<file path="config.mk">
export PLATFORM = sky130hd
export DESIGN_NAME = feature_alu_cluster_p
export DESIGN_NICKNAME = d
export VERILOG_FILES = /design/src/rtl/feature_alu_cluster_p.sv
export SDC_FILE = /design/constraint.sdc
export NUM_CORES = 1
export LEC_CHECK = 0
export BUFFER_PORTS_ARGS = -buffer_cell sky130_fd_sc_hd__buf_2
export CORE_MARGIN = 2
export CORE_UTILIZATION = 30
export DETAILED_ROUTE_END_ITERATION = 8
export PLACE_DENSITY_LB_ADDON = 0.15
export SYNTH_ARGS = -nofsm -noshare
export SYNTH_HDL_FRONTEND = slang
export SYNTH_SLANG_ARGS = --single-unit
</file>
<file path="constraint.sdc">
create_clock -name clk -period 4.7 [get_ports clk]
set_clock_uncertainty 0.2 [all_clocks]
set_input_delay 1.175 -clock clk [delete_from_list [all_inputs] [get_ports clk]]
set_output_delay 1.175 -clock clk [all_outputs]
set_load 0.005 [all_outputs]
</file>
<file path="src/rtl/feature_alu_cluster_p.sv">
// feature_alu_cluster_p: two-stage per-flow feature merge with cache write-back and thresholded average emission
module feature_alu_cluster_p #(
  parameter int DW = 8,
  parameter int NCH = 2,
  parameter int VEC_DEPTH = 4,
  parameter int CNT_W = 8,
  parameter int HASH_W = 32,
  parameter int SW = DW + CNT_W
) (
  input  logic                                          clk,
  input  logic                                          rst,
  input  logic                                          i_v,
  output logic                                          o_rdy,
  input  logic [HASH_W-1:0]                             i_hash,
  input  logic [CNT_W-1:0]                              i_cnt,
  input  logic [CNT_W-1:0]                              i_thrh,
  input  logic [NCH*DW-1:0]                             i_cur,
  input  logic [NCH*DW-1:0]                             i_hist_max,
  input  logic [NCH*DW-1:0]                             i_hist_min,
  input  logic [NCH*SW-1:0]                             i_hist_sum,
  input  logic [NCH*VEC_DEPTH*DW-1:0]                   i_hist_vec,
  output logic                                          o_cache_we,
  output logic [HASH_W-1:0]                             o_cache_addr,
  output logic [CNT_W+NCH*(2*DW+SW+VEC_DEPTH*DW)-1:0]   o_cache_data,
  output logic                                          o_mem_v,
  input  logic                                          i_mem_rdy,
  output logic [HASH_W-1:0]                             o_mem_addr,
  output logic [CNT_W+NCH*(3*DW+VEC_DEPTH*DW)-1:0]      o_mem_data
);
  localparam int SW_W = $clog2(SW);

  typedef enum logic [1:0] {IDLE, UPD, DIV, EMIT} state_t;

  state_t state, state_nxt;
  logic [CNT_W-1:0] cnt_new, cnt_r;
  logic [NCH*DW-1:0] m_max, m_min, max_r, min_r, avg_n;
  logic [NCH*SW-1:0] m_sum, sum_r;
  logic [NCH*VEC_DEPTH*DW-1:0] m_vec, vec_r;
  logic [HASH_W-1:0] hash_r;
  logic reach_r, last;
  logic [SW_W-1:0] step_r;
  logic [SW-1:0] rem_r [NCH];
  logic [SW-1:0] rem_n [NCH];
  logic [SW-1:0] quo_r [NCH];
  logic [SW-1:0] quo_n [NCH];

  assign o_rdy = state == IDLE;
  assign o_cache_we = state == UPD;
  assign o_mem_v = state == EMIT;
  assign o_cache_addr = hash_r;
  assign o_cache_data = {vec_r, sum_r, min_r, max_r, cnt_r};
  assign last = step_r == SW_W'(SW - 1);

  // merge the current sample into the historical state; a zero count starts a fresh flow
  always_comb begin
    logic [DW-1:0] cur, hmx, hmn;
    logic [SW:0] sx;
    logic new_flow;
    new_flow = i_cnt == '0;
    cnt_new = &i_cnt ? i_cnt : i_cnt + CNT_W'(1);
    m_max = '0;
    m_min = '0;
    m_sum = '0;
    m_vec = '0;
    for (int c = 0; c < NCH; c++) begin
      cur = i_cur[c*DW +: DW];
      hmx = i_hist_max[c*DW +: DW];
      hmn = i_hist_min[c*DW +: DW];
      sx = {1'b0, i_hist_sum[c*SW +: SW]} + (SW+1)'(cur);
      m_max[c*DW +: DW] = (new_flow || cur > hmx) ? cur : hmx;
      m_min[c*DW +: DW] = (new_flow || cur < hmn) ? cur : hmn;
      m_sum[c*SW +: SW] = new_flow ? SW'(cur) : sx[SW] ? '1 : sx[SW-1:0];
      for (int v = 0; v < VEC_DEPTH; v++)
        m_vec[(c*VEC_DEPTH+v)*DW +: DW] = (i_cnt == CNT_W'(v)) ? cur :
                                          new_flow ? '0 : i_hist_vec[(c*VEC_DEPTH+v)*DW +: DW];
    end
  end

  // one restoring-division step per channel, quotient clamped to the feature width
  always_comb begin
    logic [SW:0] sh;
    logic ge;
    avg_n = '0;
    for (int c = 0; c < NCH; c++) begin
      sh = {rem_r[c], quo_r[c][SW-1]};
      ge = sh >= (SW+1)'(cnt_r);
      rem_n[c] = SW'(ge ? sh - (SW+1)'(cnt_r) : sh);
      quo_n[c] = {quo_r[c][SW-2:0], ge};
      avg_n[c*DW +: DW] = |quo_n[c][SW-1:DW] ? '1 : quo_n[c][DW-1:0];
    end
  end

  // sequencing: accept in IDLE, write back in UPD, divide when threshold hit, hold record until taken
  always_comb begin
    state_nxt = state == IDLE ? (i_v ? UPD : IDLE) :
                state == UPD  ? (reach_r ? DIV : IDLE) :
                state == DIV  ? (last ? EMIT : DIV) :
                                (i_mem_rdy ? IDLE : EMIT);
  end

  // state register
  always_ff @(posedge clk) begin
    if (rst) state <= IDLE;
    else state <= state_nxt;
  end

  // merged state capture, divider seeding/stepping and final record latch
  always_ff @(posedge clk) begin
    if (rst) begin
      cnt_r <= '0;
      max_r <= '0;
      min_r <= '0;
      sum_r <= '0;
      vec_r <= '0;
      hash_r <= '0;
      reach_r <= 1'b0;
      step_r <= '0;
      o_mem_addr <= '0;
      o_mem_data <= '0;
      for (int c = 0; c < NCH; c++) begin
        rem_r[c] <= '0;
        quo_r[c] <= '0;
      end
    end else begin
      if (state == IDLE && i_v) begin
        cnt_r <= cnt_new;
        max_r <= m_max;
        min_r <= m_min;
        sum_r <= m_sum;
        vec_r <= m_vec;
        hash_r <= i_hash;
        reach_r <= (i_thrh != '0) && (cnt_new == i_thrh);
      end
      if (state == UPD) begin
        step_r <= '0;
        for (int c = 0; c < NCH; c++) begin
          rem_r[c] <= '0;
          quo_r[c] <= sum_r[c*SW +: SW];
        end
      end
      if (state == DIV) begin
        step_r <= step_r + SW_W'(1);
        for (int c = 0; c < NCH; c++) begin
          rem_r[c] <= rem_n[c];
          quo_r[c] <= quo_n[c];
        end
        if (last) begin
          o_mem_addr <= hash_r;
          o_mem_data <= {vec_r, avg_n, min_r, max_r, cnt_r};
        end
      end
    end
  end
endmodule

</file>
==> results_dict.tcl, run 1 <==
set metrics [dict create \
    slew_headroom_pct 18.2 \
    postSynthCellCount 2192 \
    synth.area.top_cells "dfxtp_1 (36%), edfxtp_1 (10%), nand2_1 (9.0%)" \
    track_usage_pct 23.2 \
    synth.avg_cell_area_um2 8.39 \
    dieArea_um2 63300 \
    cp-start-kind "register" \
    drt_wl_total_um 76700 \
    antenna_found_initial 41 \
    synthFlopType "dfxtp_1" \
    grt_pass1_vias 17400 \
    crit_path_max_fanout 18 \
    start_util_pct 30.4 \
    cts_tree "built" \
    required_ns 4.82 \
    power.density_nw_per_um2 378 \
    routabilityCongestion 0.880 \
    arrival_ns 3.58 \
    numCtsBuffers 48 \
    yosysUniqueCellTypes 69 \
    fill_cells 6261 \
    synthTopCellsByCount "nand2_1 (441), dfxtp_1 (327), a21oi_1 (240)" \
    p_leak_nw 10.0 \
    r2r_cells 7 \
    setup-violations-final 0 \
    slew_violations 0 \
    ys_seq_elements 391 \
    setup.worst_path.end_class "register" \
    fin_nets 2922 \
    via_count 18500 \
    max_freq_mhz 288 \
    io_pins 519 \
    reg2reg_slack_ns 1.23 \
    layout-drive-gt1-share_pct 24.6 \
    syn2layout_area_growth_pct 27.3 \
    clock_sinks 391 \
    cp_top_family "compound AO/OA/AOI/OAI gates" \
    reg2reg_to "rem_r[0][14]" \
    postCtsSetupRepairBufs 0 \
    holdCritStartpoint "o_mem_data[1]" \
    syn_nets 2463 \
    async_reset_ff_share_pct 0 \
    path_buf_inv 2 \
    fin_crit_sh_pct 73.7 \
    ir_worst_vdd_mv 0.294 \
    die_height_um 252 \
    synth.most_common_cell "nand2_1" \
    drtIter0Drc 1372 \
    holdPathStages 2 \
    netlist_area_um2 18400 \
    stdcell_count 3485 \
    port_buffers 518 \
    rsz0062_at_grt "false" \
    tightest_slew_ns 1.22 \
    die-width_um 252 \
    slowest_stage "o21ai_2" \
    synth_top_area_share_pct 35.6 \
    yosysWarnings 0 \
    core_um2 60500 \
    synth_area_leader_cell "dfxtp_1" \
    grt_overflow_total 0 \
    startpoint "cnt_r[6]" \
    hold_end "o_mem_data[1]" \
    grt_pass1_wl_um 112000 \
    final_hold_viol_count 0 \
    max_cap_viol_count 0 \
    finalSetupTns_ns 0 \
    hp-class "reg2reg" \
    cts.clk_slew.worst_paths_ns 0.06 \
    insertion_delay_ns 0.61 \
    post_cts_resized 0 \
    min_period_ns 3.47 \
    post_drt_wl_per_cell_um 22.0 \
    reg2reg_from "cnt_r[6]" \
    synth_edf_count 64 \
    yosysSeqAreaShare_pct 46.1 \
    grt_max_degree 135 \
    firstDrtPassIters 6 \
    hold_buffers 0 \
    numPlacedInstances 3383 \
    crit_path_max_incr_delay_ns 0.72 \
    cts_max_level 2 \
    drc 0 \
    crit_chain "inv_1 -> ha_1 -> a2111oi_0 -> inv_1 -> o21ai_2 -> a2111oi_0 -> mux2i_1" \
    rows 90 \
    ant_nets 0 \
    via_per_inst 5.30 \
    cts_buffer_depth 3 \
    cts-root-buf "clkbuf_16" \
    status "finished clean" \
    criticalPathCategory "reg2reg" \
    dp_hpwl_um 56000 \
]
[cell usage in the layout, fill, tap and decap left out, types with 36 or more instances in the layout]
cell       synthesis  routed
a211oi_1          36      36
a21oi_1          240     240
a221oi_1          52      52
a311oi_1          37      37
buf_2              5     517
buf_4              0      39
clkbuf_16          0      48
dfxtp_1          327     327
edfxtp_1          64      64
ha_1              71      71
inv_1             63      63
nand2_1          441     440
nand3_1           51      50
nor2_1           178     177
nor3_1            93      93
o21ai_0           68      68
[where the power goes]
| part | leakage, nW | switching (mW) | internal (mW) |
|---|---|---|---|
| clock network | 0.767 | 1.55 | 2.20 |
| logic | 5.89 | 0.803 | 0.520 |
| registers | 3.35 | 0.187 | 3.59 |
| total | 10.0 | 2.54 | 6.31 |
[worst register-to-register path, stage by stage (launching register included)]
cell and delay, ns:
dfxtp_1 0.47, inv_1 0.15, ha_1 0.35, a2111oi_0 0.69, inv_1 0.12, o21ai_2 0.72, a2111oi_0 0.31, mux2i_1 0.18
[routing by layer]
layer	wire length, um	global-route usage, %	share of wire [%]
met5	193	0	0.25
met4	2140	7.64	2.8
met3	6060	6.19	7.9
met2	36200	38.0	47
met1	32100	29.7	42
[cell type report]
type	instances	area [um^2]	share of cell area, %
diodes	15	37.5	0.160
clock buffers	70	1370	5.87
clock inverters	17	198	0.844
inverters	63	236	1.01
multi-input cells	1585	9130	39.0
flip-flops and latches	391	8470	36.2
well taps	782	978	4.18
repair buffers	562	3000	12.8
[stage by stage]
step           setup slack [ns]  utilization (%)  total power, mW  area (um^2)  hold WS [ns]
3_5_place_dp              0.806             36.1             5.16        21800         0.243
5_1_grt                    1.00             38.7             9.23        23400         0.268
6_report                   1.23             38.7             8.85        23400         0.249
4_1_cts                    1.23             38.7             8.95        23400         0.252
2_1_floorplan             0.922                -             4.55        18400         0.225
3_3_place_gp              0.863             36.1             5.14        21800         0.239
[worst max path at each step]
| stage | to | slack, ns | depth (start not counted) |
|---|---|---|---|
| final | rem_r[0][14] | 1.23 | 7 |
| after global routing | rem_r[0][14] | 1.00 | 7 |
| after CTS | rem_r[0][14] | 1.23 | 7 |
| after detailed placement | sum_r[22] | 0.81 | 10 |
| after global placement | sum_r[17] | 0.86 | 10 |
| after floorplan | quo_r[0][0] | 0.92 | 3 |
[cells by family (layout without fill, tap and decap cells)]
family                   Yosys count  in the layout  synth area share (%)
buffers and inverters            216            712                  4.48
AO/OA/AOI/OAI                    584            584                  20.7
adder cells (fa/ha/maj)           75             75                  5.27
AND/OR/NAND/NOR                  866            866                  20.4
other                              0             15                     0
flip-flops                       391            391                  46.1
multiplexers                      31             31                  1.69
XOR/XNOR                          29             29                  1.38
[state kept, by name, summed over array words and instances, names as in the netlist, 32 cells and up]
signal / cells
sum_r: 32
vec_r: 64
o_mem_addr: 32
quo_r: 32
o_cache_addr: 32
o_mem_data: 120
rem_r: 32
Note: power is estimated with default switching activity, not from simulation.
==> inputs of run 2 (changes only) <==
==> constraint.sdc (replaced) <==
create_clock -name clk -period 3.2 [get_ports clk]
set_clock_uncertainty 0.2 [all_clocks]
set_input_delay 0.8 -clock clk [delete_from_list [all_inputs] [get_ports clk]]
set_output_delay 0.8 -clock clk [all_outputs]
set_load 0.005 [all_outputs]
==> run 2 against run 1 <==
Net effect: worst hold slack better by 0.0016 ns; largest power group unchanged; utilization up 0.76 points; total power up 45%; critical path depth up 2; setup slack worse by 1.0 ns; sequential share of layout area down 0.69 points; final cell count up 1.4%; design area up 2.0%; via count up 0.75%; sequential power up 47%; combinational power up 55%; first-iteration DRC count up 2.8%; critical endpoint is now rem_r[0][6].
==> results_dict.tcl, run 2 (synthesized netlist as in run 1, its figures left out) <==
set metrics [dict create \
    port_buffers 518 \
    crit_path_max_fanout 9 \
    criticalPathCategory "reg2reg" \
    via_count 18600 \
    setup-violations-final 0 \
    start_util_pct 30.4 \
    hold_buffers 0 \
    setup.worst_path.end_class "register" \
    drt_wl_total_um 77800 \
    ir_worst_vdd_mv 0.315 \
    ant_nets 0 \
    syn2layout_area_growth_pct 29.8 \
    fin_crit_sh_pct 93.5 \
    grt_pass1_vias 17800 \
    track_usage_pct 23.6 \
    fin_util_pct 39.5 \
    cts_buffer_depth 3 \
    arrival_ns 3.11 \
    firstDrtPassIters 8 \
    io_pins 519 \
    grt_overflow_total 0 \
    reg.largest.list "o_mem_data x120, vec_r x64" \
    final_cell_mix "buf_2 (517), nand2_1 (440), dfxtp_1 (327), a21oi_1 (240), nor2_1 (177)" \
    placed_area_um2 22400 \
    insertion_delay_ns 0.58 \
    cts.clk_slew.worst_paths_ns 0.06 \
    multi_input_area_um2 9130 \
    cp-start-kind "register" \
    stdcell_count 3535 \
    p_leak_nw 10.3 \
    max_freq_mhz 334 \
    power.density_nw_per_um2 536 \
    postLayoutCellArea_um2 23900 \
    antenna_found_initial 35 \
    post_drt_wl_per_cell_um 22.0 \
    slew_violations 0 \
    layout-drive-gt1-share_pct 26.2 \
    core_um2 60500 \
    routabilityCongestion 0.890 \
    slew_headroom_pct 28.0 \
    numPlacedInstances 3443 \
    dieArea_um2 63300 \
    status "finished clean" \
    numCtsBuffers 47 \
    rows 90 \
    largest_reg_flops 120 \
    fill_cells 6250 \
    rsz0062_at_grt "false" \
    cts_max_level 2 \
    seq_area_um2 8470 \
    drtIter0Drc 1410 \
    max_cap_viol_count 0 \
    grt_pass1_wl_um 114000 \
    drc 0 \
    cts_tree "built" \
    final_common_cell "buf_2" \
    die-width_um 252 \
    min_period_ns 2.99 \
    hp-class "reg2reg" \
    top_register "o_mem_data" \
    tightest_slew_ns 1.07 \
    clock_sinks 391 \
    cts-root-buf "clkbuf_16" \
    fin_nets 2981 \
    dp_hpwl_um 58200 \
    required_ns 3.32 \
    final_hold_viol_count 0 \
    via_per_inst 5.26 \
    grt_max_degree 159 \
    die_height_um 252 \
]
## run 2: changes by cell type in the layout (fill, tap and decap cells not counted), moves of 3 or more
cell	delta
buf_4	+52
buf_12	+8
clkbuf_1	-6
clkinv_1	+3
diode_2	-3
## run 2: path summary, 6_finish.rpt
path	from	end	cells past startpoint	slack [ns]
min	o_mem_addr[17]	o_mem_addr[17]	2	0.25
max	cnt_r[7]	rem_r[0][6]	9	0.21
min reg2reg	o_mem_addr[17]	o_mem_addr[17]	2	0.25
max reg2reg	cnt_r[7]	rem_r[0][6]	9	0.21
## run 2: per-stage QoR
stage	power [mW]	TNS, ns	hold slack, ns	worst slack, ns
3_3_place_gp	7.67	-0.0800	0.240	-0.0214
3_5_place_dp	7.68	-0.292	0.244	-0.0797
6_report	12.8	0	0.251	0.208
5_1_grt	13.4	0	0.225	0.0422
4_1_cts	12.9	0	0.211	0.132
2_1_floorplan	6.68	0	0.225	0.00565
## run 2: critical path: stages, from the launching register on
cell and delay (ns):
dfxtp_1 0.50, inv_1 0.18, ha_1 0.39, nand4_1 0.14, nor4_1 0.08, buf_4 0.14, nor4_4 0.43, nand2_1 0.32
o21ai_0 0.25, a21oi_1 0.10
## run 2: metal layers
layer	global-route usage, %	share of wire (%)
met1	30.1	41
met2	39.8	48
met3	5.99	7.7
met4	6.04	2.4
met5	0	0.21
## run 2: final cells by class
| cell class | instances | share of cell area [%] |
|---|---|---|
| Clock buffer | 62 | 5.55 |
| Multi-Input combinational cell | 1585 | 38.3 |
| Tap cell | 782 | 4.10 |
| Inverter | 63 | 0.991 |
| Clock inverter | 18 | 0.645 |
| Timing Repair Buffer | 622 | 14.9 |
| Antenna cell | 12 | 0.126 |
| Sequential cell | 391 | 35.5 |
## run 2: power breakdown
part	internal [mW]	leakage, nW	switching, mW	total [mW]
Sequential	5.27	3.35	0.263	5.54
Combinational	0.846	6.21	1.21	2.05
Clock	3.05	0.725	2.16	5.21
Total	9.17	10.3	3.64	12.8
## run 2: repair_timing
| action | 4_1_cts | 5_1_grt |
|---|---|---|
| setup endpoints to repair | 0 | 3 |
| gates resized for setup | 0 | 3 |
| buffers inserted | 0 | 0 |
